File: src/rtl/video_timing_pkg.sv
// Shared timing constants and phase encoding for the raster generator.
// Default mode is 1280x1024; a 640x480 set is kept for the low-res mode.
package video_timing_pkg;

  localparam int SXGA_H_ACTIVE = 1280;
  localparam int SXGA_H_FP     = 48;
  localparam int SXGA_H_SYNC   = 112;
  localparam int SXGA_H_BP     = 248;
  localparam int SXGA_V_ACTIVE = 1024;
  localparam int SXGA_V_FP     = 1;
  localparam int SXGA_V_SYNC   = 3;
  localparam int SXGA_V_BP     = 38;

  localparam int H_TOTAL = SXGA_H_ACTIVE + SXGA_H_FP
                         + SXGA_H_SYNC + SXGA_H_BP;
  localparam int V_TOTAL = SXGA_V_ACTIVE + SXGA_V_FP
                         + SXGA_V_SYNC + SXGA_V_BP;

  localparam int H_SYNC_START = SXGA_H_ACTIVE + SXGA_H_FP;
  localparam int H_SYNC_END   = H_SYNC_START + SXGA_H_SYNC;
  localparam int V_SYNC_START = SXGA_V_ACTIVE + SXGA_V_FP;
  localparam int V_SYNC_END   = V_SYNC_START + SXGA_V_SYNC;

  localparam int VGA_H_ACTIVE = 640;
  localparam int VGA_H_FP     = 16;
  localparam int VGA_H_SYNC   = 96;
  localparam int VGA_H_BP     = 48;
  localparam int VGA_V_ACTIVE = 480;
  localparam int VGA_V_FP     = 10;
  localparam int VGA_V_SYNC   = 2;
  localparam int VGA_V_BP     = 33;

  typedef enum logic [1:0] {
    ACTIVE,
    FP,
    SYNC,
    BP
  } phase_t;

endpackage

File: src/rtl/sync_delay_line.sv
// Fixed-depth shift register for {hsync, vsync, de}.
// Shifts every clk; DEPTH=0 is a straight wire.
module sync_delay_line #(
  parameter int         DEPTH   = 1,
  parameter logic [2:0] RST_VAL = 3'b001
) (
  input  logic       clk,
  input  logic       rst,
  input  logic [2:0] d,
  output logic [2:0] q
);

  if (DEPTH == 0) begin : g_bypass
    logic unused_clk_rst;
    assign unused_clk_rst = clk ^ rst;
    assign q = d;
  end else begin : g_pipe
    logic [2:0] sr [DEPTH];

    always_ff @(posedge clk or posedge rst) begin
      if (rst) begin
        for (int i = 0; i < DEPTH; i++) sr[i] <= RST_VAL;
      end else begin
        sr[0] <= d;
        for (int i = 1; i < DEPTH; i++) sr[i] <= sr[i-1];
      end
    end

    assign q = sr[DEPTH-1];
  end

endmodule

File: src/rtl/video_timing_gen.sv
// Raster scan counters, horizontal/vertical phase FSMs and sync outputs.
// Sync/de are registered from next-state values so they track oX/oY.
module video_timing_gen
  import video_timing_pkg::*;
#(
  parameter int   H_ACTIVE   = SXGA_H_ACTIVE,
  parameter int   H_FP       = SXGA_H_FP,
  parameter int   H_SYNC     = SXGA_H_SYNC,
  parameter int   H_BP       = SXGA_H_BP,
  parameter int   V_ACTIVE   = SXGA_V_ACTIVE,
  parameter int   V_FP       = SXGA_V_FP,
  parameter int   V_SYNC     = SXGA_V_SYNC,
  parameter int   V_BP       = SXGA_V_BP,
  parameter logic HS_POL     = 1'b1,
  parameter logic VS_POL     = 1'b1,
  parameter int   PIPE_DELAY = 1
) (
  input  logic               clk,
  input  logic               rst,
  input  logic               ce,
  output logic signed [11:0] oX_video,
  output logic signed [11:0] oY_video,
  output logic               oEndFrame,
  output logic               oHsync,
  output logic               oVsync,
  output logic               oDe,
  output logic               oHsync_d,
  output logic               oVsync_d,
  output logic               oDe_d
);

  localparam int HT = H_ACTIVE + H_FP + H_SYNC + H_BP;
  localparam int VT = V_ACTIVE + V_FP + V_SYNC + V_BP;

  localparam logic [10:0] H_LAST  = 11'(HT - 1);
  localparam logic [10:0] H_FP_AT = 11'(H_ACTIVE);
  localparam logic [10:0] H_SY_AT = 11'(H_ACTIVE + H_FP);
  localparam logic [10:0] H_BP_AT = 11'(H_ACTIVE + H_FP + H_SYNC);
  localparam logic [10:0] V_LAST  = 11'(VT - 1);
  localparam logic [10:0] V_FP_AT = 11'(V_ACTIVE);
  localparam logic [10:0] V_SY_AT = 11'(V_ACTIVE + V_FP);
  localparam logic [10:0] V_BP_AT = 11'(V_ACTIVE + V_FP + V_SYNC);

  logic [10:0] h, v, h_nxt, v_nxt;
  phase_t      hp, vp, hp_nxt, vp_nxt;
  logic        h_wrap, v_wrap;
  logic        hs_q, vs_q, de_q;
  logic [2:0]  sync_d;

  always_comb begin
    h_nxt  = h;
    v_nxt  = v;
    hp_nxt = hp;
    vp_nxt = vp;
    h_wrap = (h == H_LAST);
    v_wrap = (v == V_LAST);
    if (ce) begin
      h_nxt = h_wrap ? '0 : h + 11'd1;
      unique case (hp)
        ACTIVE: if (h_nxt == H_FP_AT) hp_nxt = FP;
        FP:     if (h_nxt == H_SY_AT) hp_nxt = SYNC;
        SYNC:   if (h_nxt == H_BP_AT) hp_nxt = BP;
        BP:     if (h_wrap)           hp_nxt = ACTIVE;
      endcase
      if (h_wrap) begin
        v_nxt = v_wrap ? '0 : v + 11'd1;
        unique case (vp)
          ACTIVE: if (v_nxt == V_FP_AT) vp_nxt = FP;
          FP:     if (v_nxt == V_SY_AT) vp_nxt = SYNC;
          SYNC:   if (v_nxt == V_BP_AT) vp_nxt = BP;
          BP:     if (v_wrap)           vp_nxt = ACTIVE;
        endcase
      end
    end
  end

  always_ff @(posedge clk or posedge rst) begin
    if (rst) begin
      h    <= '0;
      v    <= '0;
      hp   <= ACTIVE;
      vp   <= ACTIVE;
      hs_q <= ~HS_POL;
      vs_q <= ~VS_POL;
      de_q <= 1'b1;
    end else begin
      h    <= h_nxt;
      v    <= v_nxt;
      hp   <= hp_nxt;
      vp   <= vp_nxt;
      hs_q <= (hp_nxt == SYNC) ? HS_POL : ~HS_POL;
      vs_q <= (vp_nxt == SYNC) ? VS_POL : ~VS_POL;
      de_q <= (hp_nxt == ACTIVE) && (vp_nxt == ACTIVE);
    end
  end

  assign oX_video  = signed'({1'b0, h});
  assign oY_video  = signed'({1'b0, v});
  assign oEndFrame = ce && h_wrap && v_wrap;
  assign oHsync    = hs_q;
  assign oVsync    = vs_q;
  assign oDe       = de_q;

  sync_delay_line #(
    .DEPTH   (PIPE_DELAY),
    .RST_VAL ({~HS_POL, ~VS_POL, 1'b1})
  ) u_dly (
    .clk (clk),
    .rst (rst),
    .d   ({hs_q, vs_q, de_q}),
    .q   (sync_d)
  );

  assign {oHsync_d, oVsync_d, oDe_d} = sync_d;

endmodule
File: config.mk
export PLATFORM = sky130hd
export DESIGN_NAME = video_timing_gen
export DESIGN_NICKNAME = d
export VERILOG_FILES = /design/src/rtl/video_timing_pkg.sv /design/src/rtl/sync_delay_line.sv /design/src/rtl/video_timing_gen.sv
export SDC_FILE = /design/constraint.sdc
export NUM_CORES = 1
export LEC_CHECK = 0
export BUFFER_PORTS_ARGS = -buffer_cell sky130_fd_sc_hd__buf_4
export CORE_UTILIZATION = 29
export CTS_CLUSTER_DIAMETER = 120
export DETAILED_ROUTE_END_ITERATION = 12
export MAX_ROUTING_LAYER = met4
export PLACE_DENSITY = 0.58
export SETUP_SLACK_MARGIN = 0.15
export SLEW_MARGIN = 40
export SYNTH_ARGS = -nofsm -noshare
export SYNTH_HDL_FRONTEND = slang
export SYNTH_HIERARCHICAL = 1
export SYNTH_SLANG_ARGS = --single-unit
File: constraint.sdc
create_clock -name clk -period 4.51 [get_ports clk]
set_input_delay 0.6765 -clock clk [delete_from_list [all_inputs] [get_ports clk]]
set_output_delay 0.6765 -clock clk [all_outputs]
set_load 0.05 [all_outputs]
==> results of run 1 <==
-- layer usage --
| layer | up-vias | wire length [um] |
|---|---|---|
| met5 | - | 0 |
| met4 | 0 | 52 |
| met3 | 6 | 187 |
| met2 | 41 | 1945 |
| met1 | 773 | 2245 |
| li1 | 828 | - |
-- final timing paths --
kind                            depth (start not counted)  startpoint  slack [ps]         end
worst max-delay path                                    4        v[2]        1570   oEndFrame
worst min-delay path                                    2         rst         260  u_dly/q[2]
worst max register to register                          8        h[0]        1990         oDe
worst min register to register                          0         oDe         380  u_dly/q[0]
max in group asynchronous                               3         rst        3730         oDe
min in group clk                                        0         oDe         380  u_dly/q[0]
-- layout make-up --
class,count,share of cell area [%]
repair buffers,32,10.22
flip-flops and latches,32,34.19
clock buffers,5,2.929
multi-input cells,163,45.47
inverters,7,1.118
clock inverters,3,1.970
well taps,77,4.100
-- flip-flops by register name, indices dropped and copies added, names as in the netlist --
| signal | cells |
|---|---|
| h | 11 |
| v | 11 |
| u_dly/q | 3 |
| hp | 2 |
| vp | 2 |
| oDe | 1 |
| oHsync | 1 |
| oVsync | 1 |
-- cell usage after synthesis (all sizes together) (2+ instances only) --
library cell	n
a21boi	2
a21oi	6
a31oi	4
and2	3
and3	4
and4	7
buf	8
clkbuf	7
dfrtp	30
dfstp	2
ha	4
inv	7
mux2	3
nand2	26
nand2b	2
nand3	8
nand4	9
nand4b	3
nor2	14
nor2b	3
nor3	8
nor4	4
nor4b	3
o21ai	12
or3	3
xnor2	10
xor2	4
-- where the power goes --
group          leakage, nW  total, mW  switching [mW]  internal [mW]
registers            0.414      0.379          0.0687          0.310
logic                0.541      0.222           0.142         0.0800
clock network       0.0548      0.282           0.115          0.166
-- metrics by stage --
| step | power (mW) | cells | area, um2 | util, % | hold slack [ps] |
|---|---|---|---|---|---|
| 2_1_floorplan | 0.5478 | 217 | 1977 | - | 429.4 |
| 3_3_place_gp | 0.6037 | 311 | 2235 | 34.60 | 360.0 |
| 3_5_place_dp | 0.6065 | 311 | 2235 | 34.60 | 366.7 |
| 4_1_cts | 0.8966 | 319 | 2350 | 36.38 | 245.3 |
| 5_1_grt | 0.9363 | 319 | 2350 | 36.38 | 249.4 |
| 6_report | 0.8828 | 319 | 2350 | 36.38 | 256.0 |
-- worst max-delay path: stages (launching register included) --
cell	delay [ps]
dfrtp_1	500
or4b_4	570
nor4_4	390
and4_1	300
buf_4	210
-- kinds of logic (layout without fill, tap and decap cells) --
family          after synthesis  count (layout)  synth area share, %
mux                           4               4                2.219
compound gates               34              34                10.59
other cells                   1               2               0.1901
flops                        32              32                40.71
buf+inv                      22              47                5.327
simple gates                105             105                32.21
xor+xnor                     14              14                6.214
fa+ha+maj                     4               4                2.537
==> metrics list, run 1 <==
- Result of the run: complete, but fails checks
- The final reports fail on design-rule violations.
- No sink is reached through more buffers than the 2 on the longest clock path.
* Pwr/cell area: roughly 380 nW/um2
- The pre-antenna-repair detailed-routing pass consisted of 8 iterations.
* Fill cell total of the finished layout: around 680
- CP arrival: approximately 2300 ps
- Number of sinks driven by the clock tree: 32
* Drt first-iter violations: 80
- The area growth from synthesis to layout is 19.09%.
* Fraction of met2 tracks used by global routing: 20.77%
- Global routing consumed, on the met3 layer, 3.343% of the routing resources.
- Number of ports placed on the die boundary: 34
* Maximum number of pins on one net before global-route repair: 30
* Area share of the largest cell type after synthesis: between 30% and 40%
- Largest area contributor in the netlist: dfrtp_1
- Prevailing post-synth register cell: dfrtp_1
- For this run the aggregate overflow at the end of global routing stands at 0.
- The floorplan step set the die height to 84.49 um.
* Most used routing layer in global routing: met2
- In the global route stage, overall resource usage came out at approximately 14%.
- The floorplan step defined a die boundary enclosing between 7000 and 8000 um2.
* Standard-cell row count: 29
- Post-CTS resize count: 0
* Number of diodes added for antenna fixing: 0
* Layout cells sized above 1: 21.07%
- After detailed routing, the number of vias per cell comes to 5.166.
* Net count reported at finish: approximately 250
- The synthesized design contains 0 enable-type register cells.
* Unrepaired setup endpoints after global routing: false
- The number of hold buffers added after CTS was 0.
- Clock tree synthesis inserted a total of 5 buffers.
- GP Congestion: 0.8415
* Worst-margin pin slew: 496.6 ps
* Per-instance average area after synthesis: 9.135 um2
- The core region is 6459 um2.
- Data on the critical path is required at its endpoint by 3830 ps.
- Final setup viols: 0
* Detailed-placement wirelength estimate: 3.064 mm
* Classification of the worst setup path: flip-flop to output pin
- Max-cap violations: 0
- Derived from the worst setup path, the maximum achievable clock frequency is 0.3400 GHz.
* Final wirelength: 4.431 mm
- Dividing the detail-routed wire length by the instance count gives around 14 um.
* Worst rel slew slack: ~67%
- CTS tree: built
- The worst setup path is captured at an output pin.
* Skew final: 13.31 ps
* Met1 Usage GRT: 18.65%
- The multi-input combinational cells in the finished layout cover a total of 1069 um2.
* Initial standard-cell utilization of the core: 30.55%
- After synthesis, flip-flops and latches occupy 40.71% of the total area.
- Async set-reset flop share out of synthesis: 100.0%
* Clock H-tree levels: 2
- The number of antenna violations at the first check in global routing came to 0.
* Crit path launch type: flip-flop
- The count of final max-slew check failures was 0.
- The library cell used most frequently in the layout, excluding fill and tap cells, is buf_4.
- Max IR drop VDD: ~0.00023 V
* Register bit total from synthesis: 32
* Number of vias after detailed routing: roughly 1,600
- Clock latency on the worst-skew pair, taken at its later pin, is roughly 290 ps.
- Commonest cells after routing, fill and taps aside: buf_4, dfrtp_1, nand2_1
- The number of hold violations in the final report is 0.
- Setup Total Neg Slack: 0 ps
- Worst setup timing slack at the placement stage: about 1900 ps
* Unique cell type count in the Yosys netlist: 53
- Of all nets on the critical path, the largest fanout is 11.
- The count of nets left with antenna violations once routing finished came out at 0.
- Fin crit share: 65.22%
- Static Leakage: 1.010 nW
* Worst Hold Class: input pin to asynchronous set/reset pin
- The synthesized netlist occupies a cell area of 1973 um2.
- By area the synthesized netlist is led by dfrtp_1, nand2_1, xnor2_1.
* CTS clock-pin slew for the worst setup and hold paths: roughly 80 ps
* Root Buffer: clkbuf_8
- Synthesis produced a netlist whose cell count is 216.
- The first global-routing pass estimated ~7.6 mm of wire.
- Number of synthesis warnings: 6
- Post-layout min period: 2942 ps
* Number of I/O port buffers: 31
* Buffers inserted by post-CTS timing repair: 0
* Fin worst setup slack: 1568 ps
- Die boundary width: 84.49 um
* Reg area: 803.3 um2
* Number of remaining DRC errors: 3
* Vias in the first global route: 1,506
Note: power is estimated with default switching activity, not from simulation.
==> run 2, diff against run 1 <==
clock period = 3 ns   (was 4.51 ns; I/O delays follow)
==> run 2 against run 1 <==
  * The flow still finishes with violations (design-rule violations)
  * Via count down 0.67%
  * Critical path type unchanged
  * Design area down 0.32%
  * Wire length down 2.6%
  * Global-route usage down 0.64 points
  * Combinational power up 50%
  * Largest power group unchanged
  * Worst setup slack worse by 1200 ps
  * Flip-flop and latch count unchanged
  * Clock power up 23%
  * Worst hold slack worse by 230 ps
  * Sequential power up 50%
  * Core utilization down 0.12 points
  * Critical endpoint unchanged
  * Total power up 41%
==> metrics list, run 2 (same netlist as run 1, synthesis figures left out) <==
- Routed Antenna Nets: 0 (unchanged)
- The total vias in the final route is 1,637 (-0.67%).
- The hold-fix buffer count after cts is 0 (unchanged).
* Sw Pwr: 0.4973 mW (+52%)
* Initial standard-cell utilization of the core: 30.55% (unchanged)
- The switching portion of total power was 39.84% (+2.9 points).
- The maximum number of pins on one net before global-route repair is 30 (unchanged).
- The number of DRC markers after the initial detailed-route iteration was 70 (-13%).
* Post-route insts no fill: 321 (+0.63%)
* Final number of hold-violating endpoints: 0 (unchanged)
- The worst register-to-register path begins at v[0].
- Max stage delay cell, worst path: or4b_4
* Worst Hold Class: input pin to asynchronous set/reset pin
- The share of cells above drive strength 1 is 21.72% (+0.65 points).
- The max-cap violation count is 0 (unchanged).
* CP arrival: 2160 ps (-110 ps)
- The detailed-route DRC error count was 3 (unchanged).
* 1st-pass router iterations: 11 (+3)
- Part of the total power dissipated in the clock network: 27.8% (-4.1 points)
* Int Power: 0.7508 mW (+35%)
* Vias in the first global route: 1,483 (-1.5%)
* Total track usage: 13.32% (-0.64 points)
- The I/O pin count came to 34 (unchanged).
- Endpoint required time on the critical path: 2550 ps (-1280 ps)
- The insertion delay to the later sink of the worst-skew pair came to 290 ps (about the same).
- Derived from the worst setup path, the maximum achievable clock frequency is ~0.38 GHz.
- Share of power burned in registers: 45.6% (+2.7 points)
- Number of sinks driven by the clock tree: 32 (unchanged)
- For the finished layout, the period the worst path requires is 2611 ps.
- From synthesis to final layout, the design area changed by 18.71%.
- The count of H-tree levels built during CTS was 2 (unchanged).
* Reg area: 803.3 um2 (unchanged)
- Overall overflow remaining after global route: 0 (unchanged)
- Via/cell ratio: 5.100 (-1.3%)
* Most frequent standard cell in the layout excluding fill and tap cells: buf_4
- Classification of the worst setup path: flip-flop to output pin
- CTS tree: built
* Fill cell total of the finished layout: 671 (-1.2%)
- Max IR drop VDD: 0.0005142 V (+130%)
- Delay of the slowest cell on the worst path: 580 ps (about the same)
* Clock Tree Buf Depth: 2 (unchanged)
* Standard-cell row count: 29 (unchanged)
- The number of antenna violations at the first check in global routing is 0 (unchanged).
- Vertical die dimension: 84.49 um (unchanged)
- Avg WL per Cell: 13.45 um (-3.2%)
- Setup repair after global routing left no endpoint under its margin.
- Highest fanout seen on the critical path: 11 (unchanged)
- Root Buffer: clkbuf_8
- The total wire length after detailed routing was 4.318 mm (-2.6%).
* Pwr/cell area: 532.9 nW/um2 (+42%)
- Fin crit share: 87.02%
- The count of final max-slew check failures was 0 (unchanged).
* Post-CTS resize count: 0 (unchanged)
* Buffers inserted by post-CTS timing repair: 0 (unchanged)
- The core area is 6459 um2 (unchanged).
- The weighted congestion at the end of routability-driven global placement was 0.8161 (-3.0%).
- The critical path starts at v[2].
* Setup Total Neg Slack: 0 ps (unchanged)
- Crit path launch type: flip-flop
- The final count of negative-setup-slack endpoints came to 0 (unchanged).
* Skew final: 9.805 ps (-3.500 ps)
- The area of the multi-input gates is 1069 um2 (unchanged).
- Net count reported at finish: 250 (+0.81%)
* Cells along the critical path: or4b_4 > nor4_4 > and4_1 > buf_4
* Number of I/O port buffers: 31 (unchanged)
- The clock transition at the registers of the reported paths is 80 ps (about the same).
- Result of the run: complete, but fails checks
- Die boundary width: 84.49 um (unchanged)
- The total inserted antenna cells came to 0 (unchanged).
* CP Capture Type: output pin
- The die footprint was 7138 um2 (unchanged).
- Placed Instances: 313 (+0.64%)
* Static Leakage: 1.007 nW (-0.34%)
* Detailed-placement wirelength estimate: 3.043 mm (-0.70%)
- In the layout the commonest cells are buf_4, dfrtp_1, nand2_1.
* Failing checks: design-rule violations
- Comb power frac: 26.6% (+1.4 points)
* Wire length of the first global-routing pass: 7.348 mm (-3.0%)
* Number of buffers inserted during clock tree synthesis: 5 (unchanged)
run 2: changes by cell type in the layout (fill, tap and decap cells not counted):
cell        delta
buf_4          +2
bufinv_16      -1
clkinv_4       +1
clkinvlp_4     +1
inv_6          -1
run 2: metal layers:
layer	share of wire (%)	vias to the layer above	global-route usage, %
li1	-	831	-
met1	52	764	18.35
met2	43	36	19.14
met3	4.7	6	3.147
met4	0.93	0	4.468
met5	0	-	-
run 2: final timing paths:
kind                         endpoint  slack (ps)  cells after the start
min reg2reg                u_dly/q[0]         370                      0
max                         oEndFrame         390                      4
min in group clk           u_dly/q[0]         370                      0
max in group asynchronous         oDe        2450                      3
min                        u_dly/q[2]          20                      2
max reg2reg                       oDe         450                      8
run 2: power groups by stage:
| stage | clock, mW | combinational (mW) | sequential, mW |
|---|---|---|---|
| after floorplan | 0 | 0.193 | 0.631 |
| after global placement | 0 | 0.337 | 0.575 |
| after detailed placement | 0 | 0.335 | 0.578 |
| after CTS | 0.359 | 0.335 | 0.569 |
| after global routing | 0.379 | 0.353 | 0.585 |
| final | 0.347 | 0.332 | 0.569 |
run 2: worst max-delay path, delay by kind of cell, from the launching register on:
family / cells / cell delay, ps
simple gates: 3 / 1140
flops: 1 / 510
buf+inv: 1 / 210
run 2: layout make-up:
| type | count | area share [%] |
|---|---|---|
| clock buffers | 5 | 2.938 |
| clock inverters | 3 | 1.015 |
| inverters | 7 | 1.122 |
| multi-input cells | 163 | 45.62 |
| repair buffers | 34 | 10.90 |
| well taps | 77 | 4.113 |
| flip-flops and latches | 32 | 34.29 |
run 2: metrics by stage:
stage | hold slack (ps) | util (%) | total power, mW | cell area [um2] | setup slack [ps]
floorplan | 202.9 | - | 0.8235 | 1977 | 241.3
global placement | 336.8 | 34.83 | 0.9116 | 2250 | 419.9
detailed placement | 334.5 | 34.83 | 0.9130 | 2250 | 476.7
CTS | 16.84 | 36.27 | 1.263 | 2342 | 389.9
global route | 25.41 | 36.27 | 1.318 | 2342 | 158.2
finish | 23.17 | 36.27 | 1.248 | 2342 | 389.4
==> run 3, diff against run 2 <==
GPL_TIMING_DRIVEN = 0   (was not set)
==> run 3 against run 2 <==
  * The run still ends with design-rule violations left
  * Worst setup slack got worse by 17 ps
  * Combinational power up 27%
  * Die area is the same
  * Via count grew 5.9%
  * Clock power barely moved
  * First-iteration DRC count increased by 24%
  * Non-clock buffer count rose by 13
  * Critical path depth up 1
  * Critical path type unchanged
  * Largest cell class unchanged
==> metrics list, run 3 (same netlist as run 1, synthesis figures left out) <==
- Fin worst setup slack: 372.6 ps (-16.83 ps)
- The insertion delay to the later sink of the worst-skew pair was 290 ps (about the same).
- Root Buffer: clkbuf_8
- Failing checks: design-rule violations
* CTS tree: built
- Post-Layout Inst Area: 2406 um2 (+2.7%)
* Overall power of the completed layout: 1.273 mW (+2.0%)
- In this run the tightest slew margin relative to its limit is 58.07%.
* Final setup viols: 0 (unchanged)
- Number of remaining DRC errors: 6 (+3)
- The min-delay analysis places its worst path in the category input pin to asynchronous set/reset pin.
- The effective utilization at floorplan was 30.55% (unchanged).
- Relative to the synthesized area, the layout overhead comes to 21.94%.
- The cell count after placement was 325 (+3.8%).
- The global route total overflow was 0 (unchanged).
- Post-placement cell area: 2306 um2 (+2.5%)
- The net total in the final layout was 263 (+5.2%).
- The total of fill cells in the finished design is 687 (+2.4%).
- The hold-fix buffer count after cts came to 0 (unchanged).
* Final worst hold slack: 23.50 ps (+0.3342 ps)
- The final clock period utilization by the worst path was 87.58% (+0.56 points).
- Maximum clock rate: 0.3806 GHz (-0.64%)
- Die Footprint: 7138 um2 (unchanged)
* 1st-pass router iterations: 8 (-3)
- Tracing the worst setup path back leads to its startpoint at v[2].
- Setup repair after global routing left no endpoint under its margin.
- Clock Tree Buf Depth: 2 (unchanged)
- Vias in the first global route: 1,654 (+12%)
- The max-cap violation count is 0 (unchanged).
* Standard-cell row count: 29 (unchanged)
- The number of hold violations in the final report is 0 (unchanged).
- The number of antenna violations at the first check in global routing is 0 (unchanged).
* Post-layout min period: 2627 ps (+16.83 ps)
* Max-slew violations: 0 (unchanged)
* Max IR drop VDD: 0.0004482 V (-13%)
- Clock H-tree levels: 2 (unchanged)
- Core Footprint: 6459 um2 (unchanged)
* Number of vias after detailed routing: 1,733 (+5.9%)
- Setup Total Neg Slack: 0 ps (unchanged)
- The required time of the critical path came to 2550 ps (about the same).
- The clock transition at the registers of the reported paths is 80 ps (about the same).
* Static Leakage: 1.044 nW (+3.7%)
- The detailed-route wire length per cell came to 13.36 um (-0.71%).
- The run finished, with violations left.
- Most frequent standard cell in the layout excluding fill and tap cells: buf_4
* Number of ports placed on the die boundary: 34 (unchanged)
- Worst setup timing slack at the placement stage: 466.0 ps (-10.72 ps)
- Final wirelength: 4.461 mm (+3.3%)
- The number of buffers inserted during clock tree synthesis came to 5 (unchanged).
* Classification of the worst setup path: flip-flop to output pin
* Number of sinks driven by the clock tree: 32 (unchanged)
* Wire length of the first global-routing pass: 7.838 mm (+6.7%)
- Maximum number of pins on one net before global-route repair: 30 (unchanged)
- The remaining antenna violation count came to 0 (unchanged).
- The maximum fanout along the worst path is 10 (-1).
- The worst-case reg-to-reg path depth came to 8 (unchanged).
- Vertical die dimension: 84.49 um (unchanged)
- The worst setup skew after layout was 7.773 ps (-2.033 ps).
- Commonest cells after routing, fill and taps aside: buf_4, dfrtp_1, nand2_1
- Detailed-placement wirelength estimate: 3.139 mm (+3.2%)
- CP arrival: 2180 ps (+20 ps)
- The number of DRC markers after the initial detailed-route iteration came to 87 (+24%).
- Worst-margin pin slew: between 600 and 700 ps
- The number of input and output port buffers inserted was 31 (unchanged).
- Via/cell ratio: 5.189 (+1.7%)
- The worst setup path is launched from a flip-flop.
- Register-to-register path setup slack: 460 ps (about the same)
- The weighted congestion at the end of routability-driven global placement was 0.7669 (-6.0%).
- Pwr/cell area: 529.1 nW/um2 (-0.70%)
- End of the worst register-to-register path: oDe
- Number of diodes added for antenna fixing: 0 (unchanged)
- Total track usage: 14.21% (+0.88 points)
- Die boundary width: 84.49 um (unchanged)
* Layout cells sized above 1: 23.35% (+1.6 points)
* CP Capture Type: output pin
- The final core area utilization is 37.25% (+0.99 points).
- Crit Reg-Reg Startpoint: h[0]
- The non-filler instance count after layout came to 334 (+4.0%).
## run 3: cell count changes in the layout (fill, tap and decap cells not counted), sizes merged
cell / delta
buf: +6
clkbuf: +7
## run 3: final cells by class
class / count / area, um2 / share of cell area (%)
multi-input cells: 163 / 1069 / 44.41
flip-flops and latches: 32 / 803.3 / 33.39
repair buffers: 32 / 240.2 / 9.984
well taps: 77 / 96.34 / 4.004
plain buffers: 15 / 78.83 / 3.276
clock buffers: 5 / 68.82 / 2.860
inverters: 7 / 26.28 / 1.092
clock inverters: 3 / 23.77 / 0.9880
## run 3: worst max-delay path: stages (launching register included)
cell	delay, ps
dfrtp_1	380
buf_4	170
or4b_4	530
nor4_4	290
and4_1	300
buf_4	220
## run 3: power breakdown
group | internal, mW | switching (mW) | leakage, nW
Combinational | 0.139 | 0.283 | 0.589
Clock | 0.164 | 0.181 | 0.0404
Sequential | 0.467 | 0.0390 | 0.414
## run 3: worst max path at each step
stage | slack, ps | end | cells past startpoint
floorplan | 240 | oDe | 7
global placement | 460 | oEndFrame | 5
detailed placement | 470 | oEndFrame | 5
CTS | 360 | oEndFrame | 5
global route | 240 | oDe | 8
finish | 370 | oEndFrame | 5
## run 3: routing by layer
layer  up-vias  track usage [%]  share of wire [%]
met2        43            21.29                 45
met3        10            3.048                4.9
met1       821            18.54                 48
met5         -                -                  0
li1        859                -                  -
met4         0            6.009                2.0
## run 3: what timing repair did
| item | in CTS | in global routing |
|---|---|---|
| resized for setup | 0 | 0 |
| endpoints found under the setup margin | 1 | 0 |
| buffers inserted | 1 | 0 |
